$ cat config.mk
export PLATFORM = sky130hd
export DESIGN_NAME = result_demux
export DESIGN_NICKNAME = d
export VERILOG_FILES = /design/src/rtl/fdt16_pkg.sv /design/src/rtl/chan_slot.sv /design/src/rtl/result_demux.sv
export SDC_FILE = /design/constraint.sdc
export NUM_CORES = 1
export LEC_CHECK = 0
export CAP_MARGIN = 15
export CELL_PAD_IN_SITES_DETAIL_PLACEMENT = 1
export CELL_PAD_IN_SITES_GLOBAL_PLACEMENT = 2
export CORE_ASPECT_RATIO = 1.75
export CORE_MARGIN = 2
export CORE_UTILIZATION = 40
export CTS_CLUSTER_DIAMETER = 80
export DETAILED_ROUTE_END_ITERATION = 10
export DONT_BUFFER_PORTS = 1
export GPL_TIMING_DRIVEN = 1
export PLACE_DENSITY_LB_ADDON = 0.15
export SLEW_MARGIN = 20
export SYNTH_ARGS = -nofsm -noshare
export SYNTH_HDL_FRONTEND = slang
export SYNTH_SLANG_ARGS = --single-unit
export TNS_END_PERCENT = 5
$ cat constraint.sdc
create_clock -name clk -period 2 [get_ports clk]
set_clock_uncertainty 0.2 [all_clocks]
set_input_delay 0.4 -clock clk [delete_from_list [all_inputs] [get_ports clk]]
set_output_delay 0.4 -clock clk [all_outputs]
set_load 0.05 [all_outputs]
$ cat src/rtl/fdt16_pkg.sv
// fdt16_pkg -- shared widths, channel count and types for the result demux slice.
// Rev 1.0
`default_nettype none

package fdt16_pkg;

  localparam int DATA_W_DEF = 16;
  localparam int N_CHAN     = 4;

  typedef logic [1:0] chan_sel_t;

  typedef enum logic {
    SLOT_EMPTY = 1'b0,
    SLOT_FULL  = 1'b1
  } slot_state_t;

endpackage

`default_nettype wire

$ cat src/rtl/chan_slot.sv
// chan_slot -- one-entry output slot: loads a routed word, holds it until drained.
// Rev 1.0
`default_nettype none

module chan_slot
  import fdt16_pkg::*;
#(
  parameter int DATA_W = DATA_W_DEF
) (
  input  logic              clk,
  input  logic              rst_n,
  input  logic              load_i,
  input  logic [DATA_W-1:0] data_i,
  input  logic              ready_i,
  output logic              valid_o,
  output logic [DATA_W-1:0] data_o
);

  slot_state_t       state_q, state_d;
  logic [DATA_W-1:0] data_q, data_d;

  always_ff @(posedge clk or negedge rst_n) begin
    if (!rst_n) begin
      state_q <= SLOT_EMPTY;
      data_q  <= '0;
    end else begin
      state_q <= state_d;
      data_q  <= data_d;
    end
  end

  // A load while full is only offered when the consumer drains the same cycle,
  // so the slot stays full and simply takes the new word.
  always_comb begin
    state_d = state_q;
    data_d  = data_q;
    case (state_q)
      SLOT_EMPTY: begin
        if (load_i) begin
          state_d = SLOT_FULL;
          data_d  = data_i;
        end
      end
      SLOT_FULL: begin
        if (load_i) begin
          data_d = data_i;
        end else if (ready_i) begin
          state_d = SLOT_EMPTY;
        end
      end
      default: state_d = SLOT_EMPTY;
    endcase
  end

  assign valid_o = (state_q == SLOT_FULL);
  assign data_o  = data_q;

endmodule

`default_nettype wire

$ cat src/rtl/result_demux.sv
// result_demux -- routes one input word per cycle into one of four independent one-entry slots.
// Rev 1.0
`default_nettype none

module result_demux
  import fdt16_pkg::*;
#(
  parameter int DATA_W = DATA_W_DEF,
  parameter int N_OUT  = N_CHAN
) (
  input  logic              clk,
  input  logic              rst_n,
  input  logic [DATA_W-1:0] in_data,
  input  chan_sel_t         in_sel,
  input  logic              in_valid,
  output logic              in_ready,
  output logic [DATA_W-1:0] out_data0,
  output logic [DATA_W-1:0] out_data1,
  output logic [DATA_W-1:0] out_data2,
  output logic [DATA_W-1:0] out_data3,
  output logic              out_valid0,
  output logic              out_valid1,
  output logic              out_valid2,
  output logic              out_valid3,
  input  logic              out_ready0,
  input  logic              out_ready1,
  input  logic              out_ready2,
  input  logic              out_ready3,
  output logic [15:0]       xfer_count,
  output logic              busy
);

  logic [N_OUT-1:0]  slot_valid;
  logic [N_OUT-1:0]  slot_ready;
  logic [N_OUT-1:0]  slot_load;
  logic [DATA_W-1:0] slot_data [N_OUT];
  logic              in_xfer;
  logic [15:0]       xfer_count_q, xfer_count_d;

  assign slot_ready = {out_ready3, out_ready2, out_ready1, out_ready0};

  // Ready looks only at the addressed slot, so one stalled consumer never blocks the others.
  assign in_ready = ~slot_valid[in_sel] | slot_ready[in_sel];
  assign in_xfer  = in_valid & in_ready;

  for (genvar n = 0; n < N_OUT; n++) begin : g_chan
    assign slot_load[n] = in_xfer & (in_sel == chan_sel_t'(n));

    chan_slot #(
      .DATA_W (DATA_W)
    ) u_slot (
      .clk     (clk),
      .rst_n   (rst_n),
      .load_i  (slot_load[n]),
      .data_i  (in_data),
      .ready_i (slot_ready[n]),
      .valid_o (slot_valid[n]),
      .data_o  (slot_data[n])
    );
  end

  assign xfer_count_d = in_xfer ? xfer_count_q + 16'd1 : xfer_count_q;

  always_ff @(posedge clk or negedge rst_n) begin
    if (!rst_n) begin
      xfer_count_q <= '0;
    end else begin
      xfer_count_q <= xfer_count_d;
    end
  end

  assign out_data0  = slot_data[0];
  assign out_data1  = slot_data[1];
  assign out_data2  = slot_data[2];
  assign out_data3  = slot_data[3];
  assign out_valid0 = slot_valid[0];
  assign out_valid1 = slot_valid[1];
  assign out_valid2 = slot_valid[2];
  assign out_valid3 = slot_valid[3];
  assign xfer_count = xfer_count_q;
  assign busy       = |slot_valid;

endmodule

`default_nettype wire

==> impl_metrics.toml <==
[die]
io_pins = 111
core-area_um2 = 8258
start_util = 0.4124
die_h_um = 126.1
die-area_um2 = 9297
row_count = 44
die_w_um = 73.75

[critical_path]
cp_max_fo = 3
cpMostUsedCell = "buf_6"
path_cells = "buf_6 > or4_4 > buf_6"
startpoint_type = "register"
critPathBufInv = 2
path_delay_family = "simple AND/OR/NAND/NOR gates"
cp.required_ns = 1.40
cp.arrival_ns = 1.59
worstSetupPathType = "reg -> out"
end_kind = "primary output"
slowest_stage = "or4_4"
cpPeakStageDelay_ns = 0.53

[timing]
fin_worst_hold_slack_ns = -0.4328
tns_ns = -0.8778
setup_viol = 9
grt_setup_unrepaired = "true"
setup_ws_ns = -0.1902
timing.final.crit_share = 1.095
slew_viol_final = 0
fmax_mhz = 456.6
slew_headroom = 0.6427
post-route-min-period_ns = 2.190
tightest_slew_ns = 0.5360
hold_viol = 84

[power]
p_clk_frac = 0.270
p_comb_frac = 0.161
internal_power_w = 0.003452
p_sw_w = 0.002402
ir_drop_mv = 0.7857
p_leak_nw = 1.833
powerDensity_nw_per_um2 = 1407
swShare = 0.4104
seqPwrFrac = 0.569

[placed_design]
place.gp.congestion = 0.8496
dp_slack_ns = 0.04075
dp.cells = 337
io_buffers = 0
dp_hpwl_mm = 5.783

[logic_synthesis]
syn-instance-count = 224
async_reset_ff_frac = 1.000
yosysTopAreaCellShare = 0.6172
synth_top_cell_by_area = "dfrtp_1"
synth_edf_count = 0
yosysUniqueCellTypes = 33
synth_common_cells = "84 x dfrtp_1, 62 x mux2_2, 9 x xor2_1"
syn_nets = 250
syn_area_um2 = 3406
ys_warn_count = 0
synth_seq_area_share = 0.6172
synth_seq_cells = 84
synthTopCellsByArea = "dfrtp_1 62%, mux2_2 20%, xor2_1 2.3%"
dominantRegCellSynth = "dfrtp_1"
synth_most_common_cell = "dfrtp_1"
syn_avg_cell_area_um2 = 15.20

[detailed_routing]
dr.pass1.iters = 2
wl_per_cell_um = 22.42
routed_wl_mm = 7.915
drt-initial-drc-count = 75
viasPerCell = 5.584
ant_nets = 0
route.detailed.drc = 0
vias = 1971

[status]
violations = "negative hold slack, negative setup slack"
status = "finished, violations left"

[final_layout]
nets = 284
area_growth_pct = 22.19
drive_above_1_share = 0.5211
final_cells = 353
n_antenna_cell = 0
postLayoutCoreUtil = 0.5039

[clock_tree]
clockBufferDepth = 2
cts-buffers-inserted = 9
cts_tree = "yes"
insertion_delay_ns = 0.32
ctsRootBufferMaster = "clkbuf_16"
clock_sinks = 84
clkTransAtPathRegs_ns = 0.06
cts_max_level = 3

[grt]
grt_max_degree = 85
antenna_found_initial = 0
grt_usage = 0.1798
grt_pass1_wl_mm = 12.41
overflow = 0
grt_pass1_vias = 2352

[flow_run]
drv_cap = 0

[hold_path]
hold_class = "in -> async"
power by group through the flow:
stage / clock network (W) / registers, W / logic, W
2_1_floorplan: 0 / 0.00350 / 0.000443
3_3_place_gp: 0 / 0.00334 / 0.000878
3_5_place_dp: 0 / 0.00337 / 0.000920
4_1_cts: 0.00163 / 0.00334 / 0.000937
5_1_grt: 0.00169 / 0.00338 / 0.00100
6_report: 0.00158 / 0.00333 / 0.000943
layout by cell type (no fill, tap or decap), types with 2 or more instances in the layout:
cell type,instances
mux2_2,62
nand2_1,6
nand3_1,5
nand4_1,6
nor2_4,2
nor4_4,2
dfrtp_2,7
nor3_2,4
buf_12,6
and3_1,3
clkinv_2,2
xnor2_1,6
dfrtp_1,77
clkbuf_16,9
buf_4,22
mux2_4,3
nand2b_1,3
xor2_1,9
nor2b_4,3
buf_6,3
or2_2,2
final timing paths:
| check | end | start | slack (ns) | cells past startpoint |
|---|---|---|---|---|
| setup reg to reg | xfer_count[12]$_DFFE_PN0P_ | g_chan[3].u_slot.valid_o$_DFF_PN0_ | -0.16 | 7 |
| min in group clk | g_chan[1].u_slot.valid_o$_DFF_PN0_ | in_sel[1] | 0.01 | 1 |
| hold reg to reg | xfer_count[3]$_DFFE_PN0P_ | xfer_count[3]$_DFFE_PN0P_ | 0.36 | 1 |
| setup / recovery | busy | g_chan[0].u_slot.valid_o$_DFF_PN0_ | -0.19 | 3 |
| hold / removal | xfer_count[3]$_DFFE_PN0P_ | rst_n | -0.43 | 0 |
| max in group asynchronous | xfer_count[8]$_DFFE_PN0P_ | rst_n | 1.86 | 0 |
cells by family after synthesis:
logic type | after synthesis | share of synthesized area
multiplexers | 66 | 0.2237
buffers and inverters | 9 | 0.01874
adder cells (fa/ha/maj) | 1 | 0.003673
AO/OA/AOI/OAI | 1 | 0.001468
AND/OR/NAND/NOR | 48 | 0.09662
flip-flops | 84 | 0.6172
XOR/XNOR | 15 | 0.03858
layout make-up:
class,instances,area [um^2]
Tap cell,92,115.1
Clock buffer,11,242.7
Clock inverter,3,40.04
Multi-Input combinational cell,131,1304
Inverter,1,30.03
Fill cell,850,4096
Sequential cell,84,2111
Timing Repair Buffer,31,319.1
per-layer routing:
layer | track usage | wire (um)
met1 | 0.1739 | 2500
met2 | 0.3309 | 4593
met3 | 0.05760 | 618
met4 | 0.08021 | 202
met5 | 0 | 0
repair_timing:
| action | 4_1_cts | 5_1_grt |
|---|---|---|
| pin swaps | 3 | 5 |
| gates resized for setup | 11 | 10 |
| setup endpoints to repair | 2 | 8 |
| setup buffers | 1 | 1 |
| hold endpoints to repair | 84 | 84 |
stage by stage:
stage	total power [W]	area, um^2
6_report	0.005854	4161
5_1_grt	0.006064	4161
4_1_cts	0.005906	4106
3_5_place_dp	0.004290	3771
3_3_place_gp	0.004221	3771
2_1_floorplan	0.003947	3437
state kept, by name (all words and copies together) (netlist names):
name and flops:
g_chan.u_slot.valid_o 4, xfer_count 16, g_chan.u_slot.data_o 64
(Power assumes the default switching activity.)
